### config.mk
export PLATFORM = sky130hd
export DESIGN_NAME = i2c_cfg_seq
export DESIGN_NICKNAME = d
export VERILOG_FILES = /design/src/rtl/i2c_cfg_pkg.sv /design/src/rtl/i2c_cfg_rom.sv /design/src/rtl/i2c_cfg_seq.sv
export SDC_FILE = /design/constraint.sdc
export NUM_CORES = 1
export LEC_CHECK = 0
export CAP_MARGIN = 5
export CORE_UTILIZATION = 45
export DETAILED_ROUTE_END_ITERATION = 16
export PLACE_DENSITY = 0.76
export SLEW_MARGIN = 20
export SYNTH_ARGS = -nofsm -noshare
export SYNTH_HDL_FRONTEND = slang
export SYNTH_SLANG_ARGS = --single-unit
### constraint.sdc
create_clock -name clk_50 -period 2.7 [get_ports clk_50]
set_input_delay 0.54 -clock clk_50 [delete_from_list [all_inputs] [get_ports clk_50]]
set_output_delay 0.54 -clock clk_50 [all_outputs]
set_load 0.01 [all_outputs]
### src/rtl/i2c_cfg_pkg.sv
// rtl/i2c_cfg_pkg.sv - shared state encoding, codec register map and word packing
package i2c_cfg_pkg;

  typedef enum logic [2:0] {
    S_IDLE  = 3'd0,
    S_LOAD  = 3'd1,
    S_ISSUE = 3'd2,
    S_WAIT  = 3'd3,
    S_GAP   = 3'd4,
    S_DONE  = 3'd5,
    S_FAIL  = 3'd6
  } state_e;

  localparam logic [7:0] DEV_ADDR_DEFAULT = 8'h34;

  localparam logic [6:0] REG_LLINE  = 7'h00;
  localparam logic [6:0] REG_RLINE  = 7'h01;
  localparam logic [6:0] REG_LHP    = 7'h02;
  localparam logic [6:0] REG_RHP    = 7'h03;
  localparam logic [6:0] REG_APATH  = 7'h04;
  localparam logic [6:0] REG_DPATH  = 7'h05;
  localparam logic [6:0] REG_POWER  = 7'h06;
  localparam logic [6:0] REG_FORMAT = 7'h07;
  localparam logic [6:0] REG_ACTIVE = 7'h09;
  localparam logic [6:0] REG_RESET  = 7'h0F;

  function automatic logic [15:0] pack_word(input logic [6:0] reg_addr, input logic [8:0] reg_data);
    return {reg_addr, reg_data};
  endfunction

endpackage

### src/rtl/i2c_cfg_rom.sv
// rtl/i2c_cfg_rom.sv - combinational codec init table, index to packed 16-bit word
module i2c_cfg_rom
  import i2c_cfg_pkg::*;
#(
  parameter int NUM_REGS = 10
) (
  input  logic [3:0]  index_i,
  output logic [15:0] word_o
);

  always_comb begin
    word_o = 16'h0000;
    // Entries beyond the configured table length read as zero.
    if (int'(index_i) < NUM_REGS) begin
      case (index_i)
        4'd0:    word_o = pack_word(REG_RESET,  9'h000);
        4'd1:    word_o = pack_word(REG_POWER,  9'h000);
        4'd2:    word_o = pack_word(REG_LLINE,  9'h017);
        4'd3:    word_o = pack_word(REG_RLINE,  9'h017);
        4'd4:    word_o = pack_word(REG_LHP,    9'h079);
        4'd5:    word_o = pack_word(REG_RHP,    9'h079);
        4'd6:    word_o = pack_word(REG_APATH,  9'h012);
        4'd7:    word_o = pack_word(REG_DPATH,  9'h000);
        4'd8:    word_o = pack_word(REG_FORMAT, 9'h001);
        4'd9:    word_o = pack_word(REG_ACTIVE, 9'h001);
        default: word_o = 16'h0000;
      endcase
    end
  end

endmodule

### src/rtl/i2c_cfg_seq.sv
// rtl/i2c_cfg_seq.sv - walks the codec init table through the I2C engine with NACK retry
module i2c_cfg_seq
  import i2c_cfg_pkg::*;
#(
  parameter int          NUM_REGS   = 10,
  parameter logic [7:0]  DEV_ADDR   = DEV_ADDR_DEFAULT,
  parameter int          MAX_RETRY  = 3,
  parameter logic [15:0] GAP_CYCLES = 16'd500
) (
  input  logic        clk_50,
  input  logic        reset,
  input  logic        go,
  output logic        i2c_start,
  output logic [7:0]  i2c_dev,
  output logic [15:0] i2c_word,
  input  logic        i2c_done,
  input  logic        i2c_nack,
  output logic        busy,
  output logic        cfg_done,
  output logic        cfg_fail,
  output logic [3:0]  index
);

  localparam logic [3:0] LAST_IDX  = 4'(NUM_REGS - 1);
  localparam logic [2:0] RETRY_LIM = 3'(MAX_RETRY);

  state_e      state_q, state_d;
  logic [3:0]  index_q, index_d;
  logic [2:0]  retry_q, retry_d;
  logic [15:0] gap_q, gap_d;
  logic [15:0] word_q, word_d;
  logic [15:0] rom_word;
  logic [2:0]  retry_inc;

  i2c_cfg_rom #(.NUM_REGS(NUM_REGS)) u_rom (
    .index_i (index_q),
    .word_o  (rom_word)
  );

  assign retry_inc = retry_q + 3'd1;

  always_ff @(posedge clk_50) begin
    if (reset) begin
      state_q <= S_IDLE;
      index_q <= 4'd0;
      retry_q <= 3'd0;
      gap_q   <= 16'd0;
      word_q  <= 16'd0;
    end else begin
      state_q <= state_d;
      index_q <= index_d;
      retry_q <= retry_d;
      gap_q   <= gap_d;
      word_q  <= word_d;
    end
  end

  always_comb begin
    state_d = state_q;
    index_d = index_q;
    retry_d = retry_q;
    gap_d   = gap_q;
    word_d  = word_q;
    case (state_q)
      S_IDLE, S_DONE, S_FAIL: begin
        if (go) begin
          state_d = S_LOAD;
          index_d = 4'd0;
          retry_d = 3'd0;
        end
      end
      S_LOAD: begin
        word_d  = rom_word;
        state_d = S_ISSUE;
      end
      S_ISSUE: state_d = S_WAIT;
      // Only WAIT listens to the engine; a done in any other state is dropped.
      S_WAIT: begin
        if (i2c_done) begin
          gap_d = 16'd0;
          if (!i2c_nack) begin
            retry_d = 3'd0;
            if (index_q == LAST_IDX) begin
              state_d = S_DONE;
            end else begin
              index_d = index_q + 4'd1;
              state_d = S_GAP;
            end
          end else begin
            retry_d = retry_inc;
            state_d = (retry_inc == RETRY_LIM) ? S_FAIL : S_GAP;
          end
        end
      end
      S_GAP: begin
        if (gap_q == GAP_CYCLES - 16'd1) begin
          gap_d   = 16'd0;
          state_d = S_LOAD;
        end else begin
          gap_d = gap_q + 16'd1;
        end
      end
      default: state_d = S_IDLE;
    endcase
  end

  always_comb begin
    i2c_start = (state_q == S_ISSUE);
    busy      = (state_q == S_LOAD) || (state_q == S_ISSUE) ||
                (state_q == S_WAIT) || (state_q == S_GAP);
    cfg_done  = (state_q == S_DONE);
    cfg_fail  = (state_q == S_FAIL);
    i2c_dev   = DEV_ADDR;
    i2c_word  = word_q;
    index     = index_q;
  end

endmodule

* Word level (Yosys, flattened, before mapping)
Memories as Yosys holds them, arrays and structs flattened. A register that Yosys moved wholly into a read port is not among the register bits.
Cells that the tools add are included.
** Operators by class
- Equality and inequality tests :: 14
- Muxes and demuxes :: 22
- Reduce and logical (&&, ||, !) cells :: 11
- $add $sub $neg :: 3
- Order comparisons :: 1
** Operators by type and width (count)
- $mux 16 :: 3
- $pmux 16 s2 :: 1
- $mux 4 :: 6
- $mux 3 :: 7
- $add 16x1->16 const B :: 1
- $eq 16x9->1 const B :: 1
- $pmux 3 s5 :: 1
- $ne 2x2->1 const B :: 5
- $eq 3x2->1 const B :: 3
- $eq 3x3->1 const B :: 3
- $pmux 4 s2 :: 1
- $pmux 3 s2 :: 1
- $reduce_and 3->1 :: 2
- $reduce_and 5->1 :: 1
- $add 4x1->4 const B :: 1
- $eq 4x4->1 const B :: 1
- $lt 4x4->1 const B :: 1
- $reduce_bool 2->1 :: 2
- $add 3x1->3 const B :: 1
- $eq 3x1->1 const B :: 1
- $logic_not 3->1 :: 1
- $logic_or 1x1->1 :: 3
- $reduce_or 3->1 :: 1
- $mux 2 :: 1
- other kinds (2) :: 2
** Storage, ports and cells
- Register bits after elaboration :: 42
- Memories :: 1
- Memory bits (read-only) :: 176
** Memory list
- (name not given) :: depth 16, bits a word 11, rd ports 1, clocked after memory_dff 1, write ports 0, line i2c_cfg_rom.sv:15 : case (index_i)

* Longest topological paths before layout
- Depth in word-level cells :: 7
- Depth in mapped cells :: 11

* By module
Synthesis repeated with hierarchy kept, for this count alone.
** Second synthesis, totals
- Cell total of the unflattened synthesis :: 304
- Area, all modules :: 2427.3 µm²
** By module, submodules not included
- i2c_cfg_seq :: instances 1, seq. area each 840.8 µm², cells each 265, area each 2119.5 µm²
- i2c_cfg_rom :: instances 1, seq. area each 0.0 µm², cells each 39, area each 307.8 µm²

* Worst setup path before layout
OpenSTA, ideal clock, no wires.
- Path kind :: register to register
- Start :: register index_q[0], in the netlist index[0]
- End :: register with a tool-made name
- Required time :: 2.579 ns
- Data arrival time :: 2.239 ns
- Stages on the path, launching flop included :: 11
- Slack :: 0.341 ns
- Path through :: dfxtp_1 > ha_1 > nand2_1 > or4b_1 > nand2_1 > nor2_4 > mux2_2 > inv_1 > ha_1 > mux2i_1 > mux2_2
** RTL lines
- start, declared :: line i2c_cfg_seq.sv:28 : logic [3:0] index_q, index_d;
- start signal, assigned :: line i2c_cfg_seq.sv:51 : index_q <= index_d;

==> flow_metrics.tcl <==
set metrics [dict create \
    intPower_uw 1110 \
    relSlewSlack 0.564 \
    ant_nets 0 \
    finalWirelength_um 4440 \
    status "finished clean" \
    r2r_slack_ps 260 \
    fmax_mhz 410 \
    setup_viol 0 \
    critical_path_class "reg -> reg" \
    clk-insertion-delay-late_ps 300 \
    crit_path_start "state_q[0]" \
    critPathMaxFanout 11 \
    worst_hold_path_type "reg -> reg" \
    reg2reg_from "state_q[0]" \
    synthDominantCellAreaShare 0.383 \
    rows 25 \
    antenna_found_initial 0 \
    synth_edf_count 0 \
    worst_slew_pin_slew_ps 650 \
    cts_tree "yes" \
    dp_hpwl_um 3260 \
    dpl.cell_count 355 \
    critPathMaxStageDelay_ps 560 \
    overflow 0 \
    initial_core_util 0.478 \
    vdd_drop_max_v 0.000395 \
    drv_slew 0 \
    antennaDiodeCount 0 \
    die_w_um 73.5 \
    synth_cells 274 \
    finalHoldViolCount 0 \
    yosys.area.top_type "dfxtp_1" \
    drtPass1Iterations 7 \
    clk_path_buf_depth 2 \
    finalNonFillerCells 363 \
    ys_seq_area_frac 0.383 \
    syn_to_final_growth_pct 15.1 \
    clkSinkCount 44 \
    powerDensity_mw_per_mm2 592 \
    wl_per_cell_um 12.2 \
    rr_worst_depth 9 \
    cpMostUsedCell "mux2_2" \
    fin_skew_ps 8.70 \
    root_buffer "clkbuf_8" \
    final_nets 310 \
    combinationalPowerShare 0.212 \
    synth.area.top_cells "dfxtp_1 38%, nor2_1 5.7%, buf_4 5.5%" \
    rsz0062_at_grt "no" \
    drive_above_1_share 0.101 \
    drc 0 \
    seq_power_share 0.460 \
    postCtsSetupBuffers 0 \
    power.share.clock 0.328 \
    hold_buffers 0 \
    clk_pin_slew_ps 80 \
    dieArea_mm2 0.00541 \
    synth_area_mm2 0.00230 \
    grt_first_pass_wirelength_um 7660 \
    io_pins 37 \
    cp.required_ps 2890 \
    nFillCells 468 \
    hold_ws_ps 475 \
    yosysWarnings 0 \
    maxCapViolCount 0 \
    p_leak_uw 0.000968 \
    synthFlopType "dfxtp_1" \
    h-tree-depth 2 \
    min_to "gap_q[8]" \
    first_global_vias 1732 \
    io_buffers 23 \
    crit_chain "nand2b_1, or4b_1, nand2_1, nor2_4, mux2_2, inv_1, ha_1, mux2i_1, mux2_2" \
    place_congestion 0.892 \
    arrival_ps 2630 \
    finalCriticalPeriod_ps 2440 \
    cpLargestDelayFamily "simple AND/OR/NAND/NOR gates" \
    switching_share 0.293 \
    die_h_um 73.5 \
    cts_buffers 5 \
    drt_iter0_markers 92 \
    min_path_cells 1 \
    synth.most_common_cell "dfxtp_1" \
    hp-start "gap_q[8]" \
    synth-seq-cells 44 \
    cp-end-kind "flop" \
    slowest_stage "dfxtp_1" \
    ys_types 50 \
    grt_max_degree 27 \
    synth_common_cells "44 x dfxtp_1, 35 x nor2_1, 17 x buf_4, 17 x nand2_1, 16 x a21oi_1" \
    core_area_mm2 0.00482 \
    fin_setup_tns_ps 0 \
    vias_per_cell 5.27 \
    ctsResizeCount 0 \
    critPathBufInv 1 \
    synthArstFlopShare 0 \
    net-switching-power_uw 459 \
    synth.avg_cell_area_um2 8.40 \
    grt_usage 0.183 \
    start_kind "flop" \
    period_share 0.903 \
    dr_total_vias 1913 \
]
-- cells by family after synthesis --
logic type	after synthesis	synth area share
AO/OA/AOI/OAI	62	0.173
multiplexers	6	0.0283
other	2	0.00326
flip-flops	44	0.383
buffers and inverters	36	0.0935
AND/OR/NAND/NOR	111	0.254
XOR/XNOR	3	0.0114
adder cells (fa/ha/maj)	10	0.0543
-- cell usage in the layout, fill, tap and decap left out, drive strengths merged, types with 3 or more instances in the layout --
master and instances:
a211oi 3, o21ai 16, dfxtp 44, and2 4
nor3 14, a22oi 10, a31oi 4, nor2 36
conb 13, clkbuf 5, o21a 3, and3 6
a311oi 5, buf 8, nand3b 3, nand3 9
clkdlybuf4s50 23, or4b 3, mux2 4, ha 10
nand2 18, a21oi 17, nand2b 3, inv 8
-- power by group through the flow --
stage / registers, uW / clock network (uW) / logic, uW
floorplan: 716 / 0 / 268
global placement: 736 / 0 / 330
detailed placement: 737 / 0 / 334
CTS: 722 / 528 / 335
global route: 730 / 554 / 372
finish: 721 / 514 / 332
-- layout make-up --
| cell class | instances | area, um2 | share of cell area |
|---|---|---|---|
| clock buffer | 5 | 68.8 | 0.0260 |
| clock inverter | 3 | 47.5 | 0.0179 |
| inverter | 8 | 30.0 | 0.0113 |
| multi-input combinational | 205 | 1250 | 0.471 |
| sequential | 44 | 881 | 0.333 |
| tap | 67 | 83.8 | 0.0316 |
| timing repair buffer | 31 | 290 | 0.110 |
-- worst max path at each step --
| stage | endpoint | slack (ps) | depth (start not counted) |
|---|---|---|---|
| final | flop | 260 | 9 |
| after global routing | flop | 80 | 9 |
| after CTS | flop | 270 | 9 |
| after detailed placement | flop | 110 | 9 |
| after global placement | flop | 170 | 9 |
| after floorplan | flop | 340 | 10 |
-- worst reg2reg max path, cell delays in order (launching register included) --
cell and delay, ps:
dfxtp_1 560, nand2b_1 110, or4b_1 550, nand2_1 130, nor2_4 60, mux2_2 240
inv_1 80, ha_1 290, mux2i_1 60, mux2_2 260
-- metrics by stage --
stage / cell area (um2) / total power (uW) / util / worst slack (ps)
floorplan: 2340 / 985 / - / 341
global placement: 2530 / 1070 / 0.526 / 169
detailed placement: 2530 / 1070 / 0.526 / 111
CTS: 2650 / 1580 / 0.550 / 266
global route: 2650 / 1660 / 0.550 / 83.0
finish: 2650 / 1570 / 0.550 / 261
-- routing by layer --
metal / vias to the layer above / GRT usage / part of all wire
met2: 39 / 0.295 / 0.46
met4: 0 / 0.0812 / 0.023
met1: 869 / 0.232 / 0.48
met3: 12 / 0.0425 / 0.039
met5: - / 0 / 0
li1: 993 / - / -
Power figures use the tool's default switching activity.
